<file path="config.mk">
export PLATFORM = sky130hd
export DESIGN_NAME = wb_write_arbiter_flat
export DESIGN_NICKNAME = d
export VERILOG_FILES = /design/src/rtl/wb_pkg.sv /design/src/rtl/wb_write_arbiter_if.sv /design/src/rtl/wb_fifo.sv /design/src/rtl/wb_write_arbiter.sv /design/src/flat_wrapper.sv
export SDC_FILE = /design/constraint.sdc
export NUM_CORES = 1
export LEC_CHECK = 0
export CAP_MARGIN = 30
export CORE_MARGIN = 1.5
export CORE_UTILIZATION = 36
export CTS_CLUSTER_SIZE = 14
export DETAILED_ROUTE_END_ITERATION = 10
export DONT_BUFFER_PORTS = 1
export PLACE_DENSITY = 0.57
export SETUP_SLACK_MARGIN = 0.2
export SLEW_MARGIN = 0
export SYNTH_ARGS = -nofsm -noshare
export SYNTH_HDL_FRONTEND = slang
export SYNTH_SLANG_ARGS = --single-unit
export TNS_END_PERCENT = 20
</file>
<file path="constraint.sdc">
create_clock -name clk -period 20.4 [get_ports clk]
set_input_delay 4.08 -clock clk [delete_from_list [all_inputs] [get_ports clk]]
set_output_delay 4.08 -clock clk [all_outputs]
set_load 0.005 [all_outputs]
</file>
<file path="src/rtl/wb_pkg.sv">
`default_nettype none
// ============================================================================
//  Package : wb_pkg
//  Shared constants and the buffered-result entry type for the writeback stage.
//  Revision: 1.0
// ============================================================================
package wb_pkg;

   localparam int REG_ADDR_W = 5;
   localparam int DATA_W     = 32;

   localparam logic [REG_ADDR_W-1:0] REG_ZERO = 5'd0;

   typedef struct packed {
      logic                  valid;
      logic [REG_ADDR_W-1:0] rd;
      logic [DATA_W-1:0]     data;
   } wb_entry_t;

endpackage : wb_pkg
`default_nettype wire

</file>
<file path="src/rtl/wb_write_arbiter_if.sv">
`default_nettype none
// ============================================================================
//  Interface : wb_write_arbiter_if
//  ALU/MDU result inputs, register-file write port and hazard query bundle.
//  Revision  : 1.0
// ============================================================================
interface wb_write_arbiter_if #(
   parameter int DEPTH      = 4,
   parameter int DATA_W     = wb_pkg::DATA_W,
   parameter int REG_ADDR_W = wb_pkg::REG_ADDR_W
);
   logic                    alu_wr_en;
   logic [REG_ADDR_W-1:0]   alu_wr_rd;
   logic [DATA_W-1:0]       alu_wr_data;
   logic                    mdu_valid;
   logic                    mdu_ready;
   logic [REG_ADDR_W-1:0]   mdu_rd;
   logic [DATA_W-1:0]       mdu_data;
   logic                    rf_we;
   logic [REG_ADDR_W-1:0]   rf_rd;
   logic [DATA_W-1:0]       rf_wdata;
   logic [REG_ADDR_W-1:0]   query_rs;
   logic [REG_ADDR_W-1:0]   query_rt;
   logic                    query_hit_rs;
   logic                    query_hit_rt;
   logic [$clog2(DEPTH):0]  fifo_count;

   modport slave (
      input  alu_wr_en, alu_wr_rd, alu_wr_data,
      input  mdu_valid, mdu_rd, mdu_data,
      output mdu_ready,
      output rf_we, rf_rd, rf_wdata,
      input  query_rs, query_rt,
      output query_hit_rs, query_hit_rt,
      output fifo_count
   );

   modport master (
      output alu_wr_en, alu_wr_rd, alu_wr_data,
      output mdu_valid, mdu_rd, mdu_data,
      input  mdu_ready,
      input  rf_we, rf_rd, rf_wdata,
      output query_rs, query_rt,
      input  query_hit_rs, query_hit_rt,
      input  fifo_count
   );

endinterface : wb_write_arbiter_if
`default_nettype wire

</file>
<file path="src/rtl/wb_fifo.sv">
`default_nettype none
// ============================================================================
//  Module  : wb_fifo
//  Result FIFO with per-entry kill by destination register and rd lookup.
//  Revision: 1.0
// ============================================================================
module wb_fifo
   import wb_pkg::*;
#(
   parameter int DEPTH = 4
) (
   input  wire logic                  clk,
   input  wire logic                  reset,
   input  wire logic                  push,
   input  wire wb_entry_t             push_entry,
   input  wire logic                  pop,
   output wb_entry_t                  head,
   input  wire logic                  kill_en,
   input  wire logic [REG_ADDR_W-1:0] kill_rd,
   input  wire logic [REG_ADDR_W-1:0] match_a,
   input  wire logic [REG_ADDR_W-1:0] match_b,
   output logic                       hit_a,
   output logic                       hit_b,
   output logic [$clog2(DEPTH):0]     count,
   output logic                       full,
   output logic                       empty
);

   localparam int IDX_W = $clog2(DEPTH);
   localparam int PTR_W = IDX_W + 1;

   wb_entry_t          r_mem [DEPTH];
   logic [PTR_W-1:0]   r_wr_ptr;
   logic [PTR_W-1:0]   r_rd_ptr;
   logic [IDX_W-1:0]   w_wr_idx;
   logic [IDX_W-1:0]   w_rd_idx;
   logic               w_do_push;
   logic               w_do_pop;

   assign w_wr_idx  = r_wr_ptr[IDX_W-1:0];
   assign w_rd_idx  = r_rd_ptr[IDX_W-1:0];
   assign full      = (r_wr_ptr[IDX_W] != r_rd_ptr[IDX_W]) && (w_wr_idx == w_rd_idx);
   assign empty     = (r_wr_ptr == r_rd_ptr);
   assign count     = r_wr_ptr - r_rd_ptr;
   assign head      = r_mem[w_rd_idx];
   assign w_do_push = push && !full;
   assign w_do_pop  = pop && !empty;

   // Popped slots drop their valid bit so the rd lookup only sees live entries.
   always_ff @(posedge clk or posedge reset) begin
      if (reset) begin
         r_wr_ptr <= '0;
         r_rd_ptr <= '0;
         for (int i = 0; i < DEPTH; i++) begin
            r_mem[i] <= '0;
         end
      end else begin
         for (int i = 0; i < DEPTH; i++) begin
            if (kill_en && (r_mem[i].rd == kill_rd)) begin
               r_mem[i].valid <= 1'b0;
            end
         end
         if (w_do_pop) begin
            r_mem[w_rd_idx].valid <= 1'b0;
            r_rd_ptr              <= r_rd_ptr + 1'b1;
         end
         if (w_do_push) begin
            r_mem[w_wr_idx] <= push_entry;
            r_wr_ptr        <= r_wr_ptr + 1'b1;
         end
      end
   end

   always_comb begin
      hit_a = 1'b0;
      hit_b = 1'b0;
      for (int i = 0; i < DEPTH; i++) begin
         if (r_mem[i].valid && (r_mem[i].rd == match_a)) hit_a = 1'b1;
         if (r_mem[i].valid && (r_mem[i].rd == match_b)) hit_b = 1'b1;
      end
   end

endmodule : wb_fifo
`default_nettype wire

</file>
<file path="src/rtl/wb_write_arbiter.sv">
`default_nettype none
// ============================================================================
//  Module  : wb_write_arbiter
//  Merges ALU retire and buffered MDU results onto the register-file write port.
//  Revision: 1.0
// ============================================================================
module wb_write_arbiter #(
   parameter int DEPTH      = 4,
   parameter int DATA_W     = wb_pkg::DATA_W,
   parameter int REG_ADDR_W = wb_pkg::REG_ADDR_W
) (
   input  wire logic          clk,
   input  wire logic          reset,
   wb_write_arbiter_if.slave  bus
);

   import wb_pkg::wb_entry_t;
   import wb_pkg::REG_ZERO;

   wb_entry_t             w_push_entry;
   wb_entry_t             w_head;
   logic                  w_alu_wr;
   logic                  w_accept;
   logic                  w_push;
   logic                  w_pop;
   logic                  w_full;
   logic                  w_empty;
   logic                  w_fifo_hit_rs;
   logic                  w_fifo_hit_rt;
   logic                  r_rf_we;
   logic [REG_ADDR_W-1:0] r_rf_rd;
   logic [DATA_W-1:0]     r_rf_wdata;

   assign w_alu_wr      = bus.alu_wr_en && (bus.alu_wr_rd != REG_ZERO);
   assign bus.mdu_ready = !w_full && !reset;
   assign w_accept      = bus.mdu_valid && bus.mdu_ready;
   assign w_push        = w_accept && (bus.mdu_rd != REG_ZERO);
   assign w_pop         = !w_alu_wr && !w_empty;

   // A same-edge ALU write to the same rd is younger, so the MDU result lands dead.
   always_comb begin
      w_push_entry       = '0;
      w_push_entry.valid = !(w_alu_wr && (bus.mdu_rd == bus.alu_wr_rd));
      w_push_entry.rd    = bus.mdu_rd;
      w_push_entry.data  = bus.mdu_data;
   end

   wb_fifo #(
      .DEPTH      (DEPTH)
   ) u_fifo (
      .clk        (clk),
      .reset      (reset),
      .push       (w_push),
      .push_entry (w_push_entry),
      .pop        (w_pop),
      .head       (w_head),
      .kill_en    (w_alu_wr),
      .kill_rd    (bus.alu_wr_rd),
      .match_a    (bus.query_rs),
      .match_b    (bus.query_rt),
      .hit_a      (w_fifo_hit_rs),
      .hit_b      (w_fifo_hit_rt),
      .count      (bus.fifo_count),
      .full       (w_full),
      .empty      (w_empty)
   );

   always_ff @(posedge clk or posedge reset) begin
      if (reset) begin
         r_rf_we    <= 1'b0;
         r_rf_rd    <= '0;
         r_rf_wdata <= '0;
      end else if (w_alu_wr) begin
         r_rf_we    <= 1'b1;
         r_rf_rd    <= bus.alu_wr_rd;
         r_rf_wdata <= bus.alu_wr_data;
      end else if (w_pop) begin
         r_rf_we    <= w_head.valid;
         r_rf_rd    <= w_head.rd;
         r_rf_wdata <= w_head.data;
      end else begin
         r_rf_we    <= 1'b0;
      end
   end

   assign bus.rf_we    = r_rf_we;
   assign bus.rf_rd    = r_rf_rd;
   assign bus.rf_wdata = r_rf_wdata;

   assign bus.query_hit_rs = (bus.query_rs != REG_ZERO) &&
                             (w_fifo_hit_rs ||
                              (w_accept && (bus.mdu_rd == bus.query_rs)) ||
                              (r_rf_we && (r_rf_rd == bus.query_rs)));
   assign bus.query_hit_rt = (bus.query_rt != REG_ZERO) &&
                             (w_fifo_hit_rt ||
                              (w_accept && (bus.mdu_rd == bus.query_rt)) ||
                              (r_rf_we && (r_rf_rd == bus.query_rt)));

endmodule : wb_write_arbiter
`default_nettype wire

</file>
<file path="src/flat_wrapper.sv">
// flat-port wrapper written by rule: the top's interface ports become plain ports
module wb_write_arbiter_flat import wb_pkg::wb_entry_t; import wb_pkg::REG_ZERO;
#(
   parameter int DEPTH      = 4,
   parameter int DATA_W     = wb_pkg::DATA_W,
   parameter int REG_ADDR_W = wb_pkg::REG_ADDR_W
)
  (clk, reset, bus_alu_wr_en, bus_alu_wr_rd, bus_alu_wr_data, bus_mdu_valid, bus_mdu_rd, bus_mdu_data, bus_mdu_ready, bus_rf_we, bus_rf_rd, bus_rf_wdata, bus_query_rs, bus_query_rt, bus_query_hit_rs, bus_query_hit_rt, bus_fifo_count);
  wb_write_arbiter_if #(.DEPTH(DEPTH), .DATA_W(DATA_W), .REG_ADDR_W(REG_ADDR_W)) bus_i ();
  input  wire logic clk;
  input  wire logic reset;
  input wire logic [$bits(bus_i.alu_wr_en)-1:0] bus_alu_wr_en;
  input wire logic [$bits(bus_i.alu_wr_rd)-1:0] bus_alu_wr_rd;
  input wire logic [$bits(bus_i.alu_wr_data)-1:0] bus_alu_wr_data;
  input wire logic [$bits(bus_i.mdu_valid)-1:0] bus_mdu_valid;
  input wire logic [$bits(bus_i.mdu_rd)-1:0] bus_mdu_rd;
  input wire logic [$bits(bus_i.mdu_data)-1:0] bus_mdu_data;
  output wire logic [$bits(bus_i.mdu_ready)-1:0] bus_mdu_ready;
  output wire logic [$bits(bus_i.rf_we)-1:0] bus_rf_we;
  output wire logic [$bits(bus_i.rf_rd)-1:0] bus_rf_rd;
  output wire logic [$bits(bus_i.rf_wdata)-1:0] bus_rf_wdata;
  input wire logic [$bits(bus_i.query_rs)-1:0] bus_query_rs;
  input wire logic [$bits(bus_i.query_rt)-1:0] bus_query_rt;
  output wire logic [$bits(bus_i.query_hit_rs)-1:0] bus_query_hit_rs;
  output wire logic [$bits(bus_i.query_hit_rt)-1:0] bus_query_hit_rt;
  output wire logic [$bits(bus_i.fifo_count)-1:0] bus_fifo_count;
  assign bus_i.alu_wr_en = bus_alu_wr_en;
  assign bus_i.alu_wr_rd = bus_alu_wr_rd;
  assign bus_i.alu_wr_data = bus_alu_wr_data;
  assign bus_i.mdu_valid = bus_mdu_valid;
  assign bus_i.mdu_rd = bus_mdu_rd;
  assign bus_i.mdu_data = bus_mdu_data;
  assign bus_mdu_ready = bus_i.mdu_ready;
  assign bus_rf_we = bus_i.rf_we;
  assign bus_rf_rd = bus_i.rf_rd;
  assign bus_rf_wdata = bus_i.rf_wdata;
  assign bus_i.query_rs = bus_query_rs;
  assign bus_i.query_rt = bus_query_rt;
  assign bus_query_hit_rs = bus_i.query_hit_rs;
  assign bus_query_hit_rt = bus_i.query_hit_rt;
  assign bus_fifo_count = bus_i.fifo_count;
  wb_write_arbiter #(.DEPTH(DEPTH), .DATA_W(DATA_W), .REG_ADDR_W(REG_ADDR_W)) u_core (.clk(clk), .reset(reset), .bus(bus_i));
endmodule
</file>
==> results.md, run 1 <==
* Final slew viol count at 0
* Status: finished, final reports clean
* GPL Wtd Cong at 0.870
* Post-CTS Setup Bufs at 0
* Setup crit end kind: primary output
* CTS sink count at 196
* Max-slew headroom at 0.412
* WS Path Type: in2out
* Met2 Track Usage GR at 0.316
* Worst setup SP type: input pin
* Area grow syn2layout at 8.63%
* Largest net degree at the start of global routing at 127
* Worst-Skew Late Latency at between 0.4 and 0.5 ns
* Detailed-route DRC error count at 0
* CTS tree: yes
* Actual slew at the worst max-slew pin at ~0.88 ns
* Synth Cell Area at between 9000 and 10000 µm²
* Static Leak at 4.63 nW
* RSZ-0062 raised after global routing: false
* Final Hold Fails at 0
* Power Total at 1.76 mW
* Cell variety after synth at 32
* Fillers at roughly 2500
* Max Clock Skew at 0.0154 ns
* Power per cell area at 165 nW/µm²
* Global route overflow at 0
* Primary FF master, synth: dfrtp_1
* First-pass GRT wire length at 38100 µm
* Crit-path max FO at 7
* Clk slew on worst S/H paths at roughly 0.060 ns
* VDD IR max at 57.1 µV
* Cell count after synthesis at 737
* FP Rows at 60
* Initial antenna violation count at 0
* Crit share post-route at 0.453
* Vias in the first global route at 6468
* I/O Pins at 132
* Cts hold-fix bufs at 0
* Avg Inst Size Synth at 13.3 µm²
* Fraction of layout cells with a size suffix above 1 at 0.331
* CTS max path bufs at 2
* Syn Nets at 836
* Busiest grt layer: met2
* H-tree levels at 4
* Worst Hold Class: reg2reg
* Post-synthesis register bit count at 196
* Resized cells post-CTS at 0
* Overall routing resource usage at 0.179
* Routed vias/inst at roughly 5.4
* Die W at 168 µm
* Number of synthesis warnings at 0
* Asr flop ratio synth at 1.00
* Root Buffer: clkbuf_16
* Final setup fails at 0
* Die Area at 28300 µm²
* Met1 Use GR at 0.221
* Setup TNS at 0 ns
* Maxcap violations at 0
* Vias at around 5800
* Number of flops mapped to enable cells by yosys at 0
* Core area at 26900 µm²
* HPWL after detailed placement at 15700 µm
* # diodes at 0
* Die height at about 170 µm
* Cts bufs inserted at 17
* Period minus WS final at 9.23 ns
* Max Freq at roughly 110 MHz
* Wirelength, routed at 24200 µm
* CP arrival at 5.15 ns
* Met3 usage at 0.0414
* 1st-pass router iterations at 4
* I/O Buffers at 0
* Nets at around 800
* Antenna Nets Post-Route at 0
* Post-synthesis sequential area ratio at 0.499
* Drt wl/cell at 22.8 µm
* CP required at 16.32 ns
* Initial Util at 0.365
* Iteration-0 DRC Markers at between 300 and 400
## where the power goes
group	internal, mW	total (mW)	switching, mW
Clock	0.169	0.323	0.154
Sequential	0.585	0.747	0.163
Combinational	0.388	0.685	0.298
Total	1.14	1.76	0.614
## area by class of cell
cell class                 count  area (µm²)  area share
multi-input combinational    475        4640       0.435
clock buffer                  21         470      0.0441
tap                          341         427      0.0400
sequential                   196        4910       0.460
inverter                       8        37.5     0.00352
clock inverter                11        93.8     0.00880
timing repair buffer          10        95.1     0.00891
## cell usage after synthesis (4+ instances only)
cell type / instances / share of area
ha_1: 10 / 0.013
nand3_1: 20 / 0.010
nor3_1: 6 / 0.0031
inv_1: 8 / 0.0031
buf_2: 32 / 0.016
clkbuf_1: 18 / 0.0069
buf_1: 5 / 0.0019
mux2_2: 150 / 0.17
mux4_2: 38 / 0.087
a31oi_1: 4 / 0.0025
a21oi_1: 39 / 0.020
xor2_1: 62 / 0.055
mux2i_1: 36 / 0.037
xnor2_1: 29 / 0.026
nand2_1: 13 / 0.0050
dfrtp_1: 196 / 0.50
nor2_1: 37 / 0.014
nor4_1: 12 / 0.0076
## critical path, cell delays in order
cell	delay [ns]
inv_1	0.04
a311oi_4	0.58
nand4_1	0.15
nand3_1	0.12
o22a_1	0.17
## per-layer routing
metal,up-vias,part of all wire
li1,2561,-
met1,3036,0.42
met2,131,0.52
met3,28,0.050
met4,0,0.015
met5,-,0
## sequential cells by signal (all words and copies together), names as in the netlist
name                    count
u_core.u_fifo.r_wr_ptr      3
u_core.bus.rf_rd            5
u_core.u_fifo.r_rd_ptr      3
u_core.u_fifo.r_mem       152
u_core.bus.rf_we            1
u_core.bus.rf_wdata        32
## per-stage QoR
| stage | cells | setup WS [ns] | util | instance area [µm²] | hold slack [ns] |
|---|---|---|---|---|---|
| floorplan | 737 | 10.98 | - | 9820 | 0.460 |
| global placement | 1029 | 11.19 | 0.375 | 10100 | 0.479 |
| detailed placement | 1029 | 11.17 | 0.375 | 10100 | 0.478 |
| CTS | 1061 | 11.17 | 0.396 | 10600 | 0.488 |
| global route | 1062 | 11.09 | 0.397 | 10700 | 0.510 |
| finish | 1062 | 11.17 | 0.397 | 10700 | 0.485 |
## final timing paths
path	startpoint	end	slack, ns	depth (start not counted)
max	bus_mdu_valid	bus_query_hit_rt	11.17	5
min	u_core.u_fifo.r_rd_ptr[2]$_DFFE_PP0N_	u_core.u_fifo.r_rd_ptr[2]$_DFFE_PP0N_	0.49	1
min in group asynchronous	reset	u_core.bus.rf_wdata[1]$_DFFE_PP0P_	3.44	1
max reg2reg	u_core.u_fifo.r_rd_ptr[0]$_DFFE_PP0N_	u_core.u_fifo.r_mem[117]$_DFFE_PP0P_	16.78	6
max in group asynchronous	reset	u_core.bus.rf_wdata[11]$_DFFE_PP0P_	15.33	3
min reg2reg	u_core.u_fifo.r_rd_ptr[2]$_DFFE_PP0N_	u_core.u_fifo.r_rd_ptr[2]$_DFFE_PP0N_	0.49	1
## cells by family (layout without fill, tap and decap cells)
logic type	Yosys count	after routing	share of synthesized area
mux	224	224	0.296
flops	196	196	0.499
simple gates	96	96	0.0455
xor+xnor	91	91	0.0812
buf+inv	66	50	0.0316
compound gates	53	53	0.0316
fa+ha+maj	11	11	0.0148
## cells in the final DEF, fill, tap and decap left out
cell,instances
o22a_1,2
a311oi_4,1
nor4_1,12
a31oi_1,4
nand3_1,16
xnor2_1,29
and3_1,1
and2_1,1
inv_8,3
clkinv_2,1
buf_16,1
nor3_1,6
o21ai_4,1
dfrtp_1,194
o21ai_0,1
clkbuf_16,17
inv_1,7
buf_4,9
nor2_1,37
clkinv_4,3
a22o_1,1
inv_6,2
nand3_2,4
a21oi_1,39
mux2_2,150
o22ai_1,3
nand2_1,13
mux4_2,38
fa_1,1
dfrtp_2,2
ha_1,10
clkbuf_1,1
or2_2,1
clkinvlp_4,3
mux2i_1,36
xor2_1,62
nand4_1,2
clkbuf_8,3
or4_1,3
o32ai_1,1
No activity file was read; power rests on OpenSTA's default activity.
==> run 2, diff against run 1 <==
clock period = 8.98 ns   (was 20.4 ns; I/O delays follow)
==> run 2 against run 1 <==
Net effect: count of clock-buffer cells in the layout down 1; critical path depth up 1; critical endpoint unchanged; wire length down 0.13%; register-to-register slack worse by 11 ns; first-iteration DRC count down 2.5%; non-clock buffer count unchanged; highest routed layer unchanged; clock skew down 0.0044 ns; flip-flop and latch count unchanged; clock power up 140%; largest cell class unchanged; largest power group unchanged; die area unchanged.
==> results.md, run 2 (same netlist as run 1, synthesis figures left out) <==
* First-pass GRT wire length at 37700 µm
* Actual slew at the worst max-slew pin at 0.874 ns
* Sw Share at 0.345
* Die Area at 28300 µm²
* Area grow syn2layout at 8.96%
* Iteration-0 DRC Markers at 345
* Commonest cells after routing, fill and taps aside: dfrtp_1, mux2_2, xor2_1
* Non-filler cells, final at 1061
* FF+latch area at 4910 µm²
* Antenna Nets Post-Route at 0
* Fraction of layout cells with a size suffix above 1 at 0.331
* Status: finished, final reports clean
* Maxcap violations at 0
* Logic pwr share at 0.385
* VDD IR max at 146 µV
* Worst-Skew Late Latency at 0.42 ns
* CTS max path bufs at 2
* CTS tree: yes
* Initial antenna violation count at 0
* Max Freq at 213 MHz
* Worst R2R Start: u_core.u_fifo.r_rd_ptr[0]$_DFFE_PP0N_
* Worst R2R Path Depth at 6
* Final Hold Fails at 0
* Cts hold-fix bufs at 0
* I/O Buffers at 0
* Fillers at 2463
* Detailed-route DRC error count at 0
* Largest reg by FF count: u_core.u_fifo.r_mem
* Pint at 2.64 mW
* Worst setup SP type: register
* Crit-path max FO at 43
* I/O Pins at 132
* Commonest non-fill, non-tap cell in the layout: dfrtp_1
* Setup crit end kind: primary output
* Largest net degree at the start of global routing at 127
* Wirelength, routed at 24200 µm
* FP Rows at 60
* RR Endpoint: u_core.u_fifo.r_mem[1]$_DFFE_PP0P_
* Reg-to-reg slack, setup at between 5 and 6 ns
* 1st-pass router iterations at 4
* Worst Hold Class: reg2reg
* Crit share post-route at 0.524
* Max Clock Skew at 0.0110 ns
* Root Buffer: clkbuf_16
* Cts bufs inserted at 17
* Global route overflow at 0
* CP required at 7.18 ns
* Power per cell area at 377 nW/µm²
* Routed vias/inst at 5.43
* Core area at 26900 µm²
* Critical path startpoint: u_core.u_fifo.r_rd_ptr[0]$_DFFE_PP0N_
* Net Sw Power at around 1.4 mW
* Final setup fails at 0
* Area of the multi-input gates at between 4000 and 5000 µm²
* CP arrival at 2.91 ns
* Sequential Power Share at 0.422
* Final slew viol count at 0
* Drt wl/cell at 22.8 µm
* Static Leak at 4.64 nW
* WS Path Type: reg2out
* Resized cells post-CTS at 0
* Post-CTS Setup Bufs at 0
* Hold path cells at 1
* Overall routing resource usage at 0.177
* Hold Crit Endpoint: u_core.u_fifo.r_rd_ptr[2]$_DFFE_PP0N_
* Vias at 5763
* Hold Path Origin: u_core.u_fifo.r_rd_ptr[2]$_DFFE_PP0N_
* Die height at 168 µm
* GPL Wtd Cong at 0.870
* # diodes at 0
* Clock group share of total power at 0.193
* HPWL after detailed placement at 15700 µm
* Vias in the first global route at 6370
* Die W at 168 µm
* H-tree levels at 4
* Period minus WS final at 4.71 ns
* CTS sink count at ~200
* Max reg flops at 152
* Max-slew headroom at 0.417
* # placed instances at 1029
* Setup TNS at 0 ns
* Nets at 807
* RSZ-0062 raised after global routing: false
* Initial Util at 0.365
* Clk slew on worst S/H paths at 0.07 ns
-- run 2: cell types whose count changed in the layout (fill, tap and decap cells not counted) --
cell,before,now
bufinv_16,0,2
clkbuf_8,3,2
clkinv_2,1,0
clkinv_4,3,0
inv_6,2,4
-- run 2: per-stage QoR --
stage / util / total power, mW / setup slack [ns] / instance area (µm²) / hold WS (ns)
floorplan: - / 2.88 / 1.84 / 9820 / 0.460
global placement: 0.375 / 3.20 / 4.35 / 10100 / 0.479
detailed placement: 0.375 / 3.30 / 4.31 / 10100 / 0.482
CTS: 0.397 / 4.09 / 4.21 / 10700 / 0.492
global route: 0.398 / 4.30 / 4.09 / 10700 / 0.510
finish: 0.398 / 4.03 / 4.27 / 10700 / 0.489
-- run 2: power by group through the flow --
| stage | sequential (mW) | combinational, mW | clock (mW) |
|---|---|---|---|
| finish | 1.70 | 1.55 | 0.779 |
| global route | 1.75 | 1.71 | 0.845 |
| CTS | 1.70 | 1.59 | 0.805 |
| detailed placement | 1.72 | 1.58 | 0 |
| global placement | 1.68 | 1.53 | 0 |
| floorplan | 1.57 | 1.31 | 0 |
-- run 2: cell type report --
type,count,area share
Multi-Input combinational cell,475,0.433
Sequential cell,196,0.459
Timing Repair Buffer,10,0.00889
Clock buffer,20,0.0427
Inverter,8,0.00351
Tap cell,341,0.0399
Clock inverter,11,0.0131
-- run 2: worst max path at each step --
| stage | endpoint | cells past startpoint |
|---|---|---|
| floorplan | u_core.bus.rf_rd[0]$_DFFE_PP0P_ | 1 |
| global placement | bus_query_hit_rt | 5 |
| detailed placement | bus_query_hit_rt | 5 |
| CTS | bus_query_hit_rt | 6 |
| global route | bus_query_hit_rt | 6 |
| finish | bus_query_hit_rt | 6 |
-- run 2: per-layer routing --
layer,global-route usage,vias up,part of all wire
li1,-,2564,-
met1,0.221,3052,0.43
met2,0.311,125,0.51
met3,0.0411,22,0.048
met4,0.0427,0,0.012
met5,0,-,0
-- run 2: worst max-delay path, cell delays in order, from the launching register on --
cell and delay, ns:
dfrtp_2 0.34, buf_4 0.67, ha_1 0.44, a311oi_4 0.55, nand4_1 0.16, nand3_1 0.11
o22a_1 0.18
==> run 3, diff against run 2 <==
PLACE_DENSITY = 0.59   (was 0.57)
clock period = 4.3 ns   (was 8.98 ns; I/O delays follow)
==> run 3 against run 2 <==
Net effect: wire length fell by 6.3%; critical endpoint unchanged; core utilization is 0.15 points higher; first-iteration DRC count down 9.3%; highest routed layer unchanged; flip-flop and latch count unchanged; global-route usage decreased by 0.89 points; cell area increased by 0.39%; largest cell class unchanged.
==> results.md, run 3 (same netlist as run 1, synthesis figures left out) <==
* Max-slew headroom at 0.418
* Actual slew at the worst max-slew pin at 0.865 ns
* Cts bufs inserted at 17
* Die W at 168 µm
* Clk slew on worst S/H paths at around 0.08 ns
* Final Hold Fails at 0
* Worst setup SP type: register
* Period minus WS final at 3.23 ns
* CTS tree: yes
* Final slew viol count at 0
* Maxcap violations at 0
* Max Clock Skew at 0.0162 ns
* RR Endpoint: u_core.u_fifo.r_mem[100]$_DFFE_PP0P_
* CP arrival at between 2 and 2.5 ns
* Routed vias/inst at 5.28
* CTS max path bufs at 2
* RSZ-0062 raised after global routing: false
* WP buf/inv at 1
* Root Buffer: clkbuf_16
* Final hold slack at a little under 0.4 ns
* Status: finished, final reports clean
* Global route overflow at 0
* Overall routing resource usage at 0.168
* Crit share post-route at 0.751
* Reg-to-reg slack, setup at 1.33 ns
* Die Area at 28300 µm²
* CP cell instances: inv_1 -> ha_1 -> a311oi_4 -> nand4_1 -> nand3_1 -> o22a_1
* I/O Pins at 132
* 1st-pass router iterations at 4
* CTS sink count at about 200
* Vias at approximately 5600
* Iteration-0 DRC Markers at 313
* Drt wl/cell at 21.2 µm
* Vias in the first global route at about 6000
* GPL Wtd Cong at just under 0.9
* Area grow syn2layout at 9.38%
* CP required at 3.44 ns
* Core area at 26900 µm²
* Resized cells post-CTS at 0
* Initial antenna violation count at 0
* Worst R2R Start: u_core.u_fifo.r_wr_ptr[0]$_DFFE_PP0P_
* Worst Hold Class: in2async
* Largest net degree at the start of global routing at 91
* Commonest cells after routing, fill and taps aside: dfrtp_1, mux2_2, xor2_1
* Static Leak at 4.65 nW
* Max Freq at 310 MHz
* CP peak stage delay at 0.49 ns
* First-pass GRT wire length at 36100 µm
* Setup crit end kind: primary output
* Pre-CTS setup slack at 1.17 ns
* VDD IR max at 330 µV
* Initial Util at 0.365
* Die height at 168 µm
* Crit path max-delay family: compound AO/OA/AOI/OAI gates
* WS Path Type: reg2out
* Max reg flops at 152
* HPWL after detailed placement at around 15000 µm
* FP Rows at 60
* H-tree levels at 4
* # diodes at 0
* Slowest-stage cell, CP: a311oi_4
* Antenna Nets Post-Route at 0
* Nets at 811
* Setup TNS at 0 ns
* Post-CTS Setup Bufs at 0
* I/O Buffers at 0
* Finished Core Util at 0.400
* Commonest non-fill, non-tap cell in the layout: dfrtp_1
* PnR worst setup slack at ~1.1 ns
* Crit-path max FO at 7
* Cts hold-fix bufs at 0
* Power per cell area at a little under 800 nW/µm²
* Wirelength, routed at 22600 µm
* Fraction of layout cells with a size suffix above 1 at 0.335
* Detailed-route DRC error count at 0
* Final setup fails at 0
* Worst R2R Path Depth at 6
* Largest reg by FF count: u_core.u_fifo.r_mem
* Worst-Skew Late Latency at 0.44 ns
[run 3: through the flow]
step | area, µm² | total power [mW] | cells
final | 10700 | 8.32 | 1066
after global routing | 10700 | 8.90 | 1066
after CTS | 10700 | 8.45 | 1066
after detailed placement | 10100 | 6.78 | 1034
after global placement | 10100 | 6.69 | 1034
after floorplan | 9820 | 6.01 | 737
[run 3: metal layers]
layer	share of wire	GRT usage	up-vias
li1	-	-	2579
met2	0.49	0.281	146
met4	0.015	0.0505	0
met5	0	0	-
met3	0.070	0.0440	26
met1	0.43	0.215	2879
[run 3: power by group]
part,internal [mW],total [mW],switching (mW)
Clock,0.893,1.65,0.753
Combinational,1.85,3.19,1.34
Sequential,2.77,3.49,0.715
Total,5.52,8.32,2.81
[run 3: layout make-up]
type | count | area [µm²]
Fill cell | 2537 | 16100
Sequential cell | 196 | 4910
Multi-Input combinational cell | 475 | 4640
Clock buffer | 19 | 443
Tap cell | 341 | 427
Clock inverter | 13 | 164
Timing Repair Buffer | 14 | 130
Inverter | 8 | 33.8
[run 3: worst max-delay path by stage]
stage                                                startpoint                                   end  slack (ns)  cells after the start
after floorplan                                           reset       u_core.bus.rf_rd[0]$_DFFE_PP0P_        0.91                      1
after global placement                            bus_mdu_valid  u_core.u_fifo.r_mem[111]$_DFFE_PP0P_        1.23                      5
after detailed placement                          bus_mdu_valid  u_core.u_fifo.r_mem[111]$_DFFE_PP0P_        1.17                      5
after CTS                 u_core.u_fifo.r_wr_ptr[0]$_DFFE_PP0P_                      bus_query_hit_rt        1.04                      6
after global routing      u_core.u_fifo.r_wr_ptr[0]$_DFFE_PP0P_                      bus_query_hit_rt        0.90                      6
final                     u_core.u_fifo.r_wr_ptr[0]$_DFFE_PP0P_                      bus_query_hit_rt        1.07                      6
